<file path="src/rtl/rsa_modexp_unit.sv">
// Modular exponentiation unit: left-to-right square-and-multiply over an interleaved shift-add modular multiplier.
// Optional build macro RSA_LZ_SKIP_EN adds a SCAN state that skips leading exponent zeros.
module rsa_modexp_unit #(
    parameter int WIDTH = 8
) (
    input  logic             clk,
    input  logic             rstb,
    input  logic             ena,
    input  logic             en_rsa,
    input  logic             rst_rsa,
    input  logic [WIDTH-1:0] plain,
    input  logic [WIDTH-1:0] exponent,
    input  logic [WIDTH-1:0] modulus,
    output logic [WIDTH-1:0] result,
    output logic             eoc_rsa_unit,
    output logic [2:0]       state_dbg
);

    localparam int IW = (WIDTH > 1) ? $clog2(WIDTH) : 1;

    localparam logic [2:0] IDLE = 3'd0;
    localparam logic [2:0] LOAD = 3'd1;
`ifdef RSA_LZ_SKIP_EN
    localparam logic [2:0] SCAN = 3'd2;
`endif
    localparam logic [2:0] SQR  = 3'd3;
    localparam logic [2:0] MUL  = 3'd4;
    localparam logic [2:0] DONE = 3'd5;

    logic [2:0]       state_q, state_d;
    logic [WIDTH-1:0] p_q, p_d;
    logic [WIDTH-1:0] e_q, e_d;
    logic [WIDTH-1:0] m_q, m_d;
    logic [WIDTH-1:0] r_q, r_d;
    logic [WIDTH-1:0] acc_q, acc_d;
    logic [IW-1:0]    idx_q, idx_d;
    logic [IW-1:0]    bcnt_q, bcnt_d;
    logic [WIDTH-1:0] result_q, result_d;
    logic             eoc_q, eoc_d;

    logic             go;
    logic [WIDTH-1:0] mcand;
    logic             mbit;
    logic [WIDTH:0]   m_ext;
    logic [WIDTH:0]   dbl;
    logic [WIDTH:0]   dbl_red;
    logic [WIDTH:0]   sum;
    logic [WIDTH:0]   sum_red;
    logic [WIDTH-1:0] acc_next;

    always_comb begin
        go = en_rsa & rst_rsa;

        // One multiplier bit per cycle; R is the multiplier, P or R the multiplicand.
        mcand    = (state_q == MUL) ? p_q : r_q;
        mbit     = r_q[bcnt_q];
        m_ext    = {1'b0, m_q};
        dbl      = {acc_q, 1'b0};
        dbl_red  = (dbl >= m_ext) ? (dbl - m_ext) : dbl;
        sum      = dbl_red + {1'b0, mcand};
        sum_red  = (sum >= m_ext) ? (sum - m_ext) : sum;
        acc_next = mbit ? sum_red[WIDTH-1:0] : dbl_red[WIDTH-1:0];

        state_d  = state_q;
        p_d      = p_q;
        e_d      = e_q;
        m_d      = m_q;
        r_d      = r_q;
        acc_d    = acc_q;
        idx_d    = idx_q;
        bcnt_d   = bcnt_q;
        result_d = result_q;

        if (!go) begin
            state_d = IDLE;
        end else begin
            case (state_q)
                IDLE: state_d = LOAD;
                LOAD: begin
                    p_d    = plain;
                    e_d    = exponent;
                    m_d    = modulus;
                    r_d    = WIDTH'(1);
                    acc_d  = '0;
                    idx_d  = IW'(WIDTH - 1);
                    bcnt_d = IW'(WIDTH - 1);
                    if (modulus < WIDTH'(2)) begin
                        r_d      = '0;
                        result_d = '0;
                        state_d  = DONE;
                    end else begin
`ifdef RSA_LZ_SKIP_EN
                        state_d = SCAN;
`else
                        state_d = SQR;
`endif
                    end
                end
`ifdef RSA_LZ_SKIP_EN
                SCAN: begin
                    // Squaring R=1 is a no-op, so leading zeros cost one cycle each.
                    if (e_q[idx_q]) begin
                        state_d = MUL;
                    end else if (idx_q == '0) begin
                        r_d      = WIDTH'(1);
                        result_d = WIDTH'(1);
                        state_d  = DONE;
                    end else begin
                        idx_d = idx_q - 1'b1;
                    end
                end
`endif
                SQR, MUL: begin
                    acc_d = acc_next;
                    if (bcnt_q != '0) begin
                        bcnt_d = bcnt_q - 1'b1;
                    end else begin
                        acc_d  = '0;
                        bcnt_d = IW'(WIDTH - 1);
                        r_d    = acc_next;
                        if ((state_q == SQR) && e_q[idx_q]) begin
                            state_d = MUL;
                        end else if (idx_q == '0) begin
                            result_d = acc_next;
                            state_d  = DONE;
                        end else begin
                            idx_d   = idx_q - 1'b1;
                            state_d = SQR;
                        end
                    end
                end
                DONE:    state_d = DONE;
                default: state_d = IDLE;
            endcase
        end

        eoc_d = (state_d == DONE);
    end

    always_ff @(posedge clk) begin
        if (!rstb) begin
            state_q  <= IDLE;
            p_q      <= '0;
            e_q      <= '0;
            m_q      <= '0;
            r_q      <= '0;
            acc_q    <= '0;
            idx_q    <= '0;
            bcnt_q   <= '0;
            result_q <= '0;
            eoc_q    <= 1'b0;
        end else if (ena) begin
            state_q  <= state_d;
            p_q      <= p_d;
            e_q      <= e_d;
            m_q      <= m_d;
            r_q      <= r_d;
            acc_q    <= acc_d;
            idx_q    <= idx_d;
            bcnt_q   <= bcnt_d;
            result_q <= result_d;
            eoc_q    <= eoc_d;
        end
    end

    assign result       = result_q;
    assign eoc_rsa_unit = eoc_q;
    assign state_dbg    = state_q;

endmodule

</file>
<file path="config.mk">
export PLATFORM = sky130hd
export DESIGN_NAME = rsa_modexp_unit
export DESIGN_NICKNAME = d
export VERILOG_FILES = /design/src/rtl/rsa_modexp_unit.sv
export SDC_FILE = /design/constraint.sdc
export NUM_CORES = 1
export LEC_CHECK = 0
export CORE_MARGIN = 2
export CORE_UTILIZATION = 25
export CTS_CLUSTER_DIAMETER = 80
export DETAILED_ROUTE_END_ITERATION = 8
export GPL_ROUTABILITY_DRIVEN = 1
export PLACE_DENSITY = 0.52
export SYNTH_ARGS = -nofsm -noshare
export SYNTH_HDL_FRONTEND = slang
export SYNTH_SLANG_ARGS = --single-unit
</file>
<file path="constraint.sdc">
create_clock -name clk -period 13.24 [get_ports clk]
set_clock_uncertainty 0.2 [all_clocks]
set_input_delay 2.648 -clock clk [delete_from_list [all_inputs] [get_ports clk]]
set_output_delay 2.648 -clock clk [all_outputs]
set_load 0.02 [all_outputs]
</file>
== Word-level counts from Yosys, hierarchy flattened ==
Index checks and enable logic that the tools add are counted.
Word-level totals
  register bits after elaboration: 58
  bits of input ports: 29
  output and inout bits: 12
  word-level logic and storage cells: 72
Operators by class
  add/subtract/negate cells: 5
  order comparisons: 5
  eq/ne operators: 10
  muxes and demuxes: 30
  bitwise logic cells: 1
  reduce and logical (&&, ||, !) cells: 11
Operator list (count)
  2-to-1 mux 8 bit: 9
  one-hot mux 8 bit (2 select lines): 3
  2-to-1 mux 3 bit: 9
  >= comparator 9 x 8 -> 1 bit: 2
  one-hot mux 3 bit (2 select lines): 2
  one-hot mux 3 bit (4 select lines): 1
  inequality test 2 bit, second input constant: 5
  adder 9 x 8 -> 9 bit: 1
  == test 3 bit, second input constant: 3
  2-to-1 mux 9 bit: 1
  subtractor 9 x 8 -> 9 bit: 1
  < comparator 3 x 4 -> 1 bit, second input constant: 2
  < comparator 8 x 2 -> 1 bit, second input constant: 1
  subtractor 8 bit: 1
  AND reduction 7 bit: 1
  binary-select mux 1 bit (select 3 bit): 2
  logical NOT 3 bit: 2
  AND reduction 3 bit: 2
  AND reduction 6 bit: 1
  subtractor 3 x 1 -> 3 bit, second input constant: 2
  AND reduction 4 bit: 1
  == test 3 x 1 -> 1 bit, second input constant: 1
  == test 3 x 2 -> 1 bit, second input constant: 1
  2-to-1 mux 1 bit: 3
  5 further kinds: 5

== Depth between registers and ports, before layout ==
Gate-level depths: netlist (run 1).
  word-level depth: 10
  mapped depth: 25

== Least setup slack after synthesis (run 1) ==
No wires, ideal clock.
  kind: register to register
  start: register m_q[1]
  end: register result_q[1], in the netlist result[1]
  setup time: 0.122 ns
  arrival time: 4.921 ns
  data required time: 12.918 ns
  setup slack: 7.998 ns
  cell stages (with the launch flop): 22
  path buffers: 1
  period minus slack after synthesis: 5.242 ns
  path through: dfxtp_1 > inv_1 > ha_1 > ha_1 > o311a_1 > o2111ai_1 > and2_1 > buf_2 > nor2_1 > ha_1 > inv_1 > fa_1 > inv_1 > ha_1 > nor2b_1 > o31a_1 > o31a_1 > o31a_1 > or4b_4 > a21oi_2 > a311oi_2 > a221o_1
On the way
  longest elaborated chain between the ends: 10
  elaborated cells between the ends (all ways): 12
  classes of those cells: 3 x add/sub; 2 x order compare; 7 x mux
RTL lines
  from (decl): RTL line 33  | logic [WIDTH-1:0] m_q, m_d;
  from (signal assigned): RTL line 156  | m_q <= m_d;
  subtractor 9 x 8 -> 9 bit or >= comparator 9 x 8 -> 1 bit (tied branches): RTL line 59  | dbl_red = (dbl >= m_ext) ? (dbl - m_ext) : dbl;
  2-to-1 mux 9 bit: RTL line 59
  adder 9 x 8 -> 9 bit: RTL line 60  | sum = dbl_red + {1'b0, mcand};
  subtractor 8 bit or >= comparator 9 x 8 -> 1 bit (tied branches): RTL line 61  | sum_red = (sum >= m_ext) ? (sum - m_ext) : sum;
  2-to-1 mux 8 bit: RTL line 61
  2-to-1 mux 8 bit *: RTL line 62  | acc_next = mbit ? sum_red[WIDTH-1:0] : dbl_red[WIDTH-1:0];
  2-to-1 mux 8 bit *: RTL line 123  | end else if (idx_q == '0) begin
  2-to-1 mux 8 bit *: RTL line 121  | if ((state_q == SQR) && e_q[idx_q]) begin
  2-to-1 mux 8 bit *: RTL line 115  | if (bcnt_q != '0) begin
  one-hot mux 8 bit (2 select lines) *: RTL line 77  | case (state_q)
  to (signal assigned): RTL line 161  | result_q <= result_d;
  to (decl): RTL line 38  | logic [WIDTH-1:0] result_q, result_d;
Every way passes the cells marked *; elsewhere a longest branch is shown, timed or not. The select of a mux whose other input is x is not followed.
A chain may end at the register's enable or synchronous reset.

== Worst setup path after layout (run 1) ==
  start: register m_q[1]
  end: register acc_q[2]
On the way
  longest elaborated chain between the ends: 8
  elaborated cells between the ends (all ways): 10
  classes of those cells: 3 x add/sub; 2 x order compare; 5 x mux
RTL lines
  subtractor 9 x 8 -> 9 bit or >= comparator 9 x 8 -> 1 bit (tied branches): RTL line 59
  2-to-1 mux 9 bit: RTL line 59
  adder 9 x 8 -> 9 bit: RTL line 60
  subtractor 8 bit or >= comparator 9 x 8 -> 1 bit (tied branches): RTL line 61
  2-to-1 mux 8 bit: RTL line 61
  2-to-1 mux 8 bit *: RTL line 62
  2-to-1 mux 8 bit *: RTL line 115
  one-hot mux 8 bit (2 select lines) *: RTL line 77
  to (signal assigned): RTL line 147  | acc_q <= '0;
  to (signal assigned): RTL line 158  | acc_q <= acc_d;
  to (decl): RTL line 35  | logic [WIDTH-1:0] acc_q, acc_d;
Every way passes the cells marked *; elsewhere a longest branch is shown, timed or not.

==> results of run 1 <==
logic make-up after synthesis:
logic type,after synthesis,synth area share [%]
compound gates,145,25.9
xor+xnor,13,2.93
fa+ha+maj,32,10.9
buf+inv,36,3.51
flops,58,29.9
mux,8,3.39
simple gates,198,23.4
synthesized netlist by cell type (all sizes together), types with 2 or more instances:
cell type / n
nor3: 10
o211ai: 3
a211o: 3
a41o: 2
inv: 21
fa: 3
o2111ai: 2
nor2: 30
clkbuf: 14
o31ai: 6
or3: 4
dfxtp: 58
nand4: 3
nand3: 13
a32o: 5
o311a: 2
or2: 2
xor2: 4
a21o: 5
nor4: 2
o21a: 9
o31a: 5
a311oi: 4
and3: 4
a22oi: 3
a21oi: 45
a221o: 3
xnor2: 9
ha: 29
nor2b: 9
a21boi: 3
a211oi: 8
mux2i: 3
and2: 5
mux4: 4
a31oi: 2
o21ai: 22
nand2: 103
a22o: 2
nand2b: 8
flip-flops by register name, indices dropped and copies added (netlist names), 3 cells and up:
name and cells:
acc_q 8, e_q 8, result 8, state_dbg 3, idx_q 3, r_q 8, m_q 8, bcnt_q 3
p_q 8
metrics by stage:
step | util [%] | hold WS, ns | instances
3_5_place_dp | 29.5 | 0.246 | 705
2_1_floorplan | - | 0.233 | 490
6_report | 31.6 | 0.251 | 721
5_1_grt | 31.6 | 0.272 | 721
4_1_cts | 31.6 | 0.254 | 721
3_3_place_gp | 29.5 | 0.242 | 705
cell type report:
type	instances	area (µm²)
clock inverters	5	77.6
inverters	21	78.8
fillers	1648	10400
clock buffers	11	243
repair buffers	42	415
flip-flops and latches	58	1160
well taps	188	235
multi-input cells	396	2590
power groups by stage:
stage / Sequential, µW / Combinational (µW) / Clock, µW
after floorplan: 180 / 26.2 / 0
after global placement: 180 / 43.9 / 0
after detailed placement: 180 / 43.8 / 0
after CTS: 176 / 44.2 / 256
after global routing: 176 / 48.5 / 263
final: 176 / 44.3 / 251
metal layers:
metal / up-vias / wire length [µm] / GRT usage, % / part of all wire (%)
li1: 1854 / - / - / -
met5: - / 0 / 0 / 0
met4: 0 / 88 / 2.49 / 0.74
met1: 1771 / 5570 / 20.1 / 47
met2: 125 / 5510 / 24.6 / 47
met3: 10 / 665 / 3.20 / 5.6
worst max-delay path: cells and delay by family (launching register included):
family	cells	cell delay (ns)
AO/OA/AOI/OAI	10	2.47
AND/OR/NAND/NOR	6	1.37
adder cells (fa/ha/maj)	4	1.22
flip-flops	1	0.37
XOR/XNOR	1	0.26
buffers and inverters	2	0.19
final timing paths:
path | to | slack [ns] | depth (start not counted) | start
max reg2reg | acc_q[2]$_SDFFE_PN0P_ | 7.03 | 23 | m_q[1]$_SDFFE_PN0P_
max | acc_q[2]$_SDFFE_PN0P_ | 7.03 | 23 | m_q[1]$_SDFFE_PN0P_
min reg2reg | e_q[2]$_SDFFE_PN0P_ | 0.25 | 2 | e_q[2]$_SDFFE_PN0P_
min | e_q[2]$_SDFFE_PN0P_ | 0.25 | 2 | e_q[2]$_SDFFE_PN0P_
==> results by group, run 1 <==
CTS
  • Clk Latency, worst-skew pair: 0.32 ns
  • Root buffer cell: clkbuf_16
  • CTS tree: done
  • Sink Count: 58
  • CTS Hold Bufs: 0
  • Setup bufs post-CTS: 0
  • CTS H-tree depth: 3
  • Maximum root-to-sink buffer count: 2
  • Reg clk slew, reported paths: 0.05 ns
  • CTS resizes: 0
  • Inserted Clock Buffers: 9

Synth
  • Dominant synthesized flop cell: dfxtp_1
  • Distinct cells, synth: 65
  • Syn. warnings: 0
  • Synthesis-stage register bit count: 58
  • Largest area contributor in the netlist: dfxtp_1
  • Post-Syn Area: 3880 µm²
  • Yosys top cell area share: between 20 and 30%
  • Post-Syn Instances: between 400 and 500
  • Post-synth net total: 551
  • Post-synthesis async set-or-reset flop share: 0%
  • Sequential area share after synthesis: 29.9%
  • Post-synth EDFFs: 0
  • Ranking of synthesized cells by area: dfxtp_1, nand2_1, ha_1
  • Syn Area/Cell: ~7.9 µm²

Worst setup path
  • Crit path cell chain: inv_1, ha_1, ha_1, o311a_1, o2111ai_1, and2_1, o21ai_0, ha_1, a21oi_1, a21boi_0, o21ai_0, a21oi_1, xnor2_1, inv_1, ha_1, nand4_1, nor2_1, nor2_1, a21boi_0, nor4b_2, nor4_1, a211oi_1, o31ai_1
  • Setup crit end kind: flop
  • CP max-delay cell: nor4b_2
  • Most frequent CP cell: ha_1
  • Critical Path Source Type: flop
  • WP data arrival: 6.20 ns
  • Critical Path Fanout Max: 9
  • Critical path required time: 13.23 ns
  • Critical path type: flop to flop
  • Crit-path max cell delay: 0.60 ns

Floorplanning
  • Die Width: roughly 130 µm
  • Placeable Area: 15200 µm²
  • Initial Util: roughly 26%
  • Die height: 129 µm
  • Site Rows: 45
  • Die area: 16500 µm²
  • IO Count: 41

Power
  • VDD IR max: 75.3 µV
  • Sw power: 107 µW
  • LEAKAGE: 0.00178 µW
  • Total power: 472 µW
  • Gate power share: 9.4%
  • Seq pwr share: 37.4%
  • Net Sw Frac: 22.8%
  • Clock power share: 53.2%
  • Int Pwr: 364 µW
  • PwrDens: 98.3 nW/µm²

STA
  • Setup_tns: 0 ns
  • Final setup fails: 0
  • Worst Tran Pin Value: 0.929 ns
  • Fin. Hold Viols: 0
  • RSZ-0062 raised after global routing: false
  • Max_slew headroom: 37.7%
  • Count of pins over their slew limit: 0
  • Min Tclk post-route: 6.21 ns
  • Maximum clock frequency: 161 MHz
  • Final period utilization: 46.9%
  • Final worst setup slack: 7.03 ns

Placed design
  • Port buffer count: 40
  • Placer Congestion: ~0.9
  • Pre-CTS WS: 7.13 ns
  • Placed inst area: 4480 µm²
  • HPWL after detailed placement: 9350 µm

Routing
  • DR WL/cell: ~16 µm
  • Via-per-instance ratio: between 5 and 6
  • DR pass1 iterations: 5
  • Detail Route Antenna Nets: 0
  • Detailed-route via count: about 3800
  • DRC Markers: 0
  • Iter 0 DRT Violations: 219
  • Total Wirelength: roughly 12000 µm

GRT
  • Global route overflow: 0
  • Largest net degree at the start of global routing: 38
  • Initial antenna violation count: 0
  • Global Route Usage Sum: 14.8%
  • First-pass GRT wire length: ~19000 µm
  • Vias in the first global route: 3626

Layout
  • Inserted Diodes: 0
  • Share of layout cells above drive strength 1: a little over 7%
  • Area Growth Syn to Fin: 23.7%
  • Nets: between 500 and 600
  • Leading cell type in the layout, fill and taps excluded: nand2_1
  • Final std cell area, no fill: 4800 µm²
  • Most frequent cells in the layout: nand2_1, dfxtp_1, a21oi_1, clkdlybuf4s50_1, nor2_1

Outcome
  • Status: finished clean

Flow run
  • MaxCap Viol Count: 0

Worst hold path
  • Hold WC Path Type: flop to flop
(Power assumes the default switching activity.)
==> inputs of run 2 (changes only) <==
--- a/config.mk
+++ b/config.mk
@@ -10,7 +10,7 @@
 export CTS_CLUSTER_DIAMETER = 80
 export DETAILED_ROUTE_END_ITERATION = 8
 export GPL_ROUTABILITY_DRIVEN = 1
-export PLACE_DENSITY = 0.52
+export PLACE_DENSITY = 0.53
 export SYNTH_ARGS = -nofsm -noshare
 export SYNTH_HDL_FRONTEND = slang
 export SYNTH_SLANG_ARGS = --single-unit
==> constraint.sdc (replaced) <==
create_clock -name clk -period 5.25 [get_ports clk]
set_clock_uncertainty 0.2 [all_clocks]
set_input_delay 1.05 -clock clk [delete_from_list [all_inputs] [get_ports clk]]
set_output_delay 1.05 -clock clk [all_outputs]
set_load 0.02 [all_outputs]
==> results by group, run 2 (synthesis gave the netlist of run 1 again) <==
Outcome
  • Status: complete, but fails checks (was finished clean)
  • Failing checks: negative setup slack

Layout
  • Inserted Diodes: 0 (unchanged)
  • Share of layout cells above drive strength 1: 28.1% (was 7.13%)
  • Leading cell type in the layout, fill and taps excluded: nand2_1 (unchanged)
  • Area Growth Syn to Fin: 48.3% (was 23.7%)
  • Most frequent cells in the layout: nand2_1, buf_4, dfxtp_1, clkdlybuf4s50_1, a21oi_1 (was nand2_1, dfxtp_1, a21oi_1, clkdlybuf4s50_1, nor2_1)
  • Final std cell area, no fill: 5750 µm² (was 4800 µm²)
  • Nets: 660 (was 589)
  • Cell Count, Final, Fillers Out: 792 (was 721)

GRT
  • Global route overflow: 0 (unchanged)
  • GR Util met1: 21.3% (was 20.1%)
  • Global-route track usage on met3: 3.95% (was 3.20%)
  • Global Route Usage Sum: 16.0% (was 14.8%)
  • Initial antenna violation count: 0 (unchanged)
  • Vias in the first global route: 3930 (was 3626)
  • First-pass GRT wire length: 20700 µm (was 19100 µm)
  • Grt met2 use: 25.4% (was 24.6%)
  • Grt peak-use layer: met2 (unchanged)
  • Largest net degree at the start of global routing: 38 (unchanged)

Floorplanning
  • Die height: 129 µm (unchanged)
  • Die area: 16500 µm² (unchanged)
  • Site Rows: 45 (unchanged)
  • Placeable Area: 15200 µm² (unchanged)
  • Die Width: 129 µm (unchanged)
  • Initial Util: 25.5% (unchanged)
  • IO Count: 41 (unchanged)

Routing
  • DRC Markers: 0 (unchanged)
  • DR WL/cell: 16.8 µm (was 16.4 µm)
  • Detailed-route via count: 4072 (was 3760)
  • Iter 0 DRT Violations: 249 (was 219)
  • Detail Route Antenna Nets: 0 (unchanged)
  • Via-per-instance ratio: 5.14 (was 5.21)
  • Total Wirelength: 13300 µm (was 11800 µm)
  • DR pass1 iterations: 7 (was 5)

Worst setup path
  • Critical path type: flop to flop (unchanged)
  • R2R Setup Slk: -0.03 ns (was 7.03 ns)
  • Crit path to: r_q[0]$_SDFFE_PN0P_ (was acc_q[2]$_SDFFE_PN0P_)
  • R2R Path Start: acc_q[4]$_SDFFE_PN0P_ (was m_q[1]$_SDFFE_PN0P_)
  • Reg2Reg Depth: 23 (unchanged)
  • Reg2reg end: r_q[0]$_SDFFE_PN0P_ (was acc_q[2]$_SDFFE_PN0P_)
  • Worst setup startpoint: acc_q[4]$_SDFFE_PN0P_ (was m_q[1]$_SDFFE_PN0P_)
  • Critical Path Fanout Max: 5 (was 9)
  • WP data arrival: 5.32 ns (was 6.20 ns)
  • Setup crit end kind: flop (unchanged)
  • Critical Path Source Type: flop (unchanged)
  • Critical path required time: 5.29 ns (was 13.23 ns)

CTS
  • Root buffer cell: clkbuf_16 (unchanged)
  • Reg clk slew, reported paths: 0.05 ns (about the same)
  • CTS H-tree depth: 3 (unchanged)
  • CTS Hold Bufs: 0 (unchanged)
  • Clk Latency, worst-skew pair: 0.33 ns (was 0.32 ns)
  • Maximum root-to-sink buffer count: 2 (unchanged)
  • Sink Count: 58 (unchanged)
  • Inserted Clock Buffers: 9 (unchanged)
  • CTS tree: done (unchanged)

Power
  • PwrDens: 214 nW/µm² (was 98.3 nW/µm²)
  • Total power: 1230 µW (was 472 µW)
  • VDD IR max: 136 µV (was 75.3 µV)
  • LEAKAGE: 0.00223 µW (was 0.00178 µW)

STA
  • Fin. Hold Viols: 0 (unchanged)
  • Count of pins over their slew limit: 0 (unchanged)
  • RSZ-0062 raised after global routing: true (was false)
  • Final setup fails: 4 (was 0)
  • Maximum clock frequency: 189 MHz (was 161 MHz)
  • Final period utilization: 101% (was 46.9%)
  • Final worst setup slack: -0.0299 ns (was 7.03 ns)
  • Min Tclk post-route: 5.28 ns (was 6.21 ns)
  • Worst Tran Pin Value: 1.24 ns (was 0.929 ns)
  • Max_slew headroom: 15.5% (was 37.7%)

Placed design
  • Placer Congestion: 1.00 (was 0.889)
  • Placed inst area: 4870 µm² (was 4480 µm²)
  • Port buffer count: 40 (unchanged)
  • HPWL after detailed placement: 10100 µm (was 9350 µm)
  • Inst Count DP: 757 (was 705)

Flow run
  • MaxCap Viol Count: 0 (unchanged)

Worst hold path
  • Hold WC Path Type: flop to flop (unchanged)
## run 2: cell types whose count changed in the layout (fill, tap and decap cells not counted), moves of 5 or more
cell / before / now
ha_4: 0 / 9
a21oi_1: 43 / 38
xnor2_1: 9 / 4
dfxtp_1: 58 / 53
ha_1: 29 / 20
buf_4: 2 / 69
inv_1: 20 / 14
xnor2_2: 0 / 5
inv_2: 1 / 7
## run 2: worst min-delay path by stage
| stage | from | to | slack, ns | cells past startpoint |
|---|---|---|---|---|
| after CTS | result[0]$_SDFFE_PN0P_ | result[0]$_SDFFE_PN0P_ | 0.25 | 2 |
| after detailed placement | result[0]$_SDFFE_PN0P_ | result[0]$_SDFFE_PN0P_ | 0.25 | 2 |
| after global routing | result[0]$_SDFFE_PN0P_ | result[0]$_SDFFE_PN0P_ | 0.26 | 2 |
| final | result[7]$_SDFFE_PN0P_ | result[7]$_SDFFE_PN0P_ | 0.25 | 2 |
| after global placement | e_q[3]$_SDFFE_PN0P_ | e_q[3]$_SDFFE_PN0P_ | 0.24 | 2 |
| after floorplan | e_q[2]$_SDFFE_PN0P_ | e_q[2]$_SDFFE_PN0P_ | 0.23 | 2 |
## run 2: area by class of cell
cell class | count | area, µm²
flip-flops and latches | 58 | 1170
fillers | 1573 | 9450
well taps | 188 | 235
repair buffers | 113 | 963
clock inverters | 5 | 77.6
inverters | 21 | 78.8
multi-input cells | 396 | 2990
clock buffers | 11 | 243
## run 2: what timing repair did
| item | in CTS | in global routing |
|---|---|---|
| pin swaps | 16 | 40 |
| setup endpoints to repair | 21 | 23 |
| setup buffers | 6 | 14 |
| hold endpoints to repair | 0 | 0 |
| resized for setup | 37 | 51 |
## run 2: stage by stage
step	setup slack (ns)	hold WS (ns)	util, %	TNS (ns)
finish	-0.0299	0.248	37.8	-0.0742
global route	-0.210	0.263	37.8	-2.85
CTS	0.00732	0.253	35.5	0
detailed placement	-0.353	0.249	32.0	-3.55
global placement	-0.337	0.244	32.0	-3.15
floorplan	0.00769	0.233	-	0
## run 2: power breakdown
group	total, µW	switching, µW	internal, µW
combinational	156	75.9	80.4
sequential	444	2.17	442
clock	631	205	426
total	1230	283	949
## run 2: critical path, cell delays in order, from the launching register on
cell	delay [ns]
dfxtp_4	0.36
ha_4	0.24
and2_4	0.16
a221o_1	0.36
a211oi_4	0.32
and2_4	0.24
buf_4	0.11
o21ai_2	0.07
ha_4	0.34
nor2b_4	0.19
o21a_1	0.14
nor2_2	0.05
xnor2_1	0.20
buf_4	0.16
ha_1	0.26
o21a_1	0.20
o31a_1	0.12
o31a_1	0.28
buf_6	0.15
nor4b_4	0.35
buf_4	0.19
o211ai_1	0.10
o31a_1	0.17
a311oi_1	0.25
## run 2: layer usage
metal  routed length [µm]  vias to the layer above
li1                     -                     1989
met1                 5940                     1921
met2                 6090                      133
met3                  916                       29
met4                  375                        0
met5                    0                        -
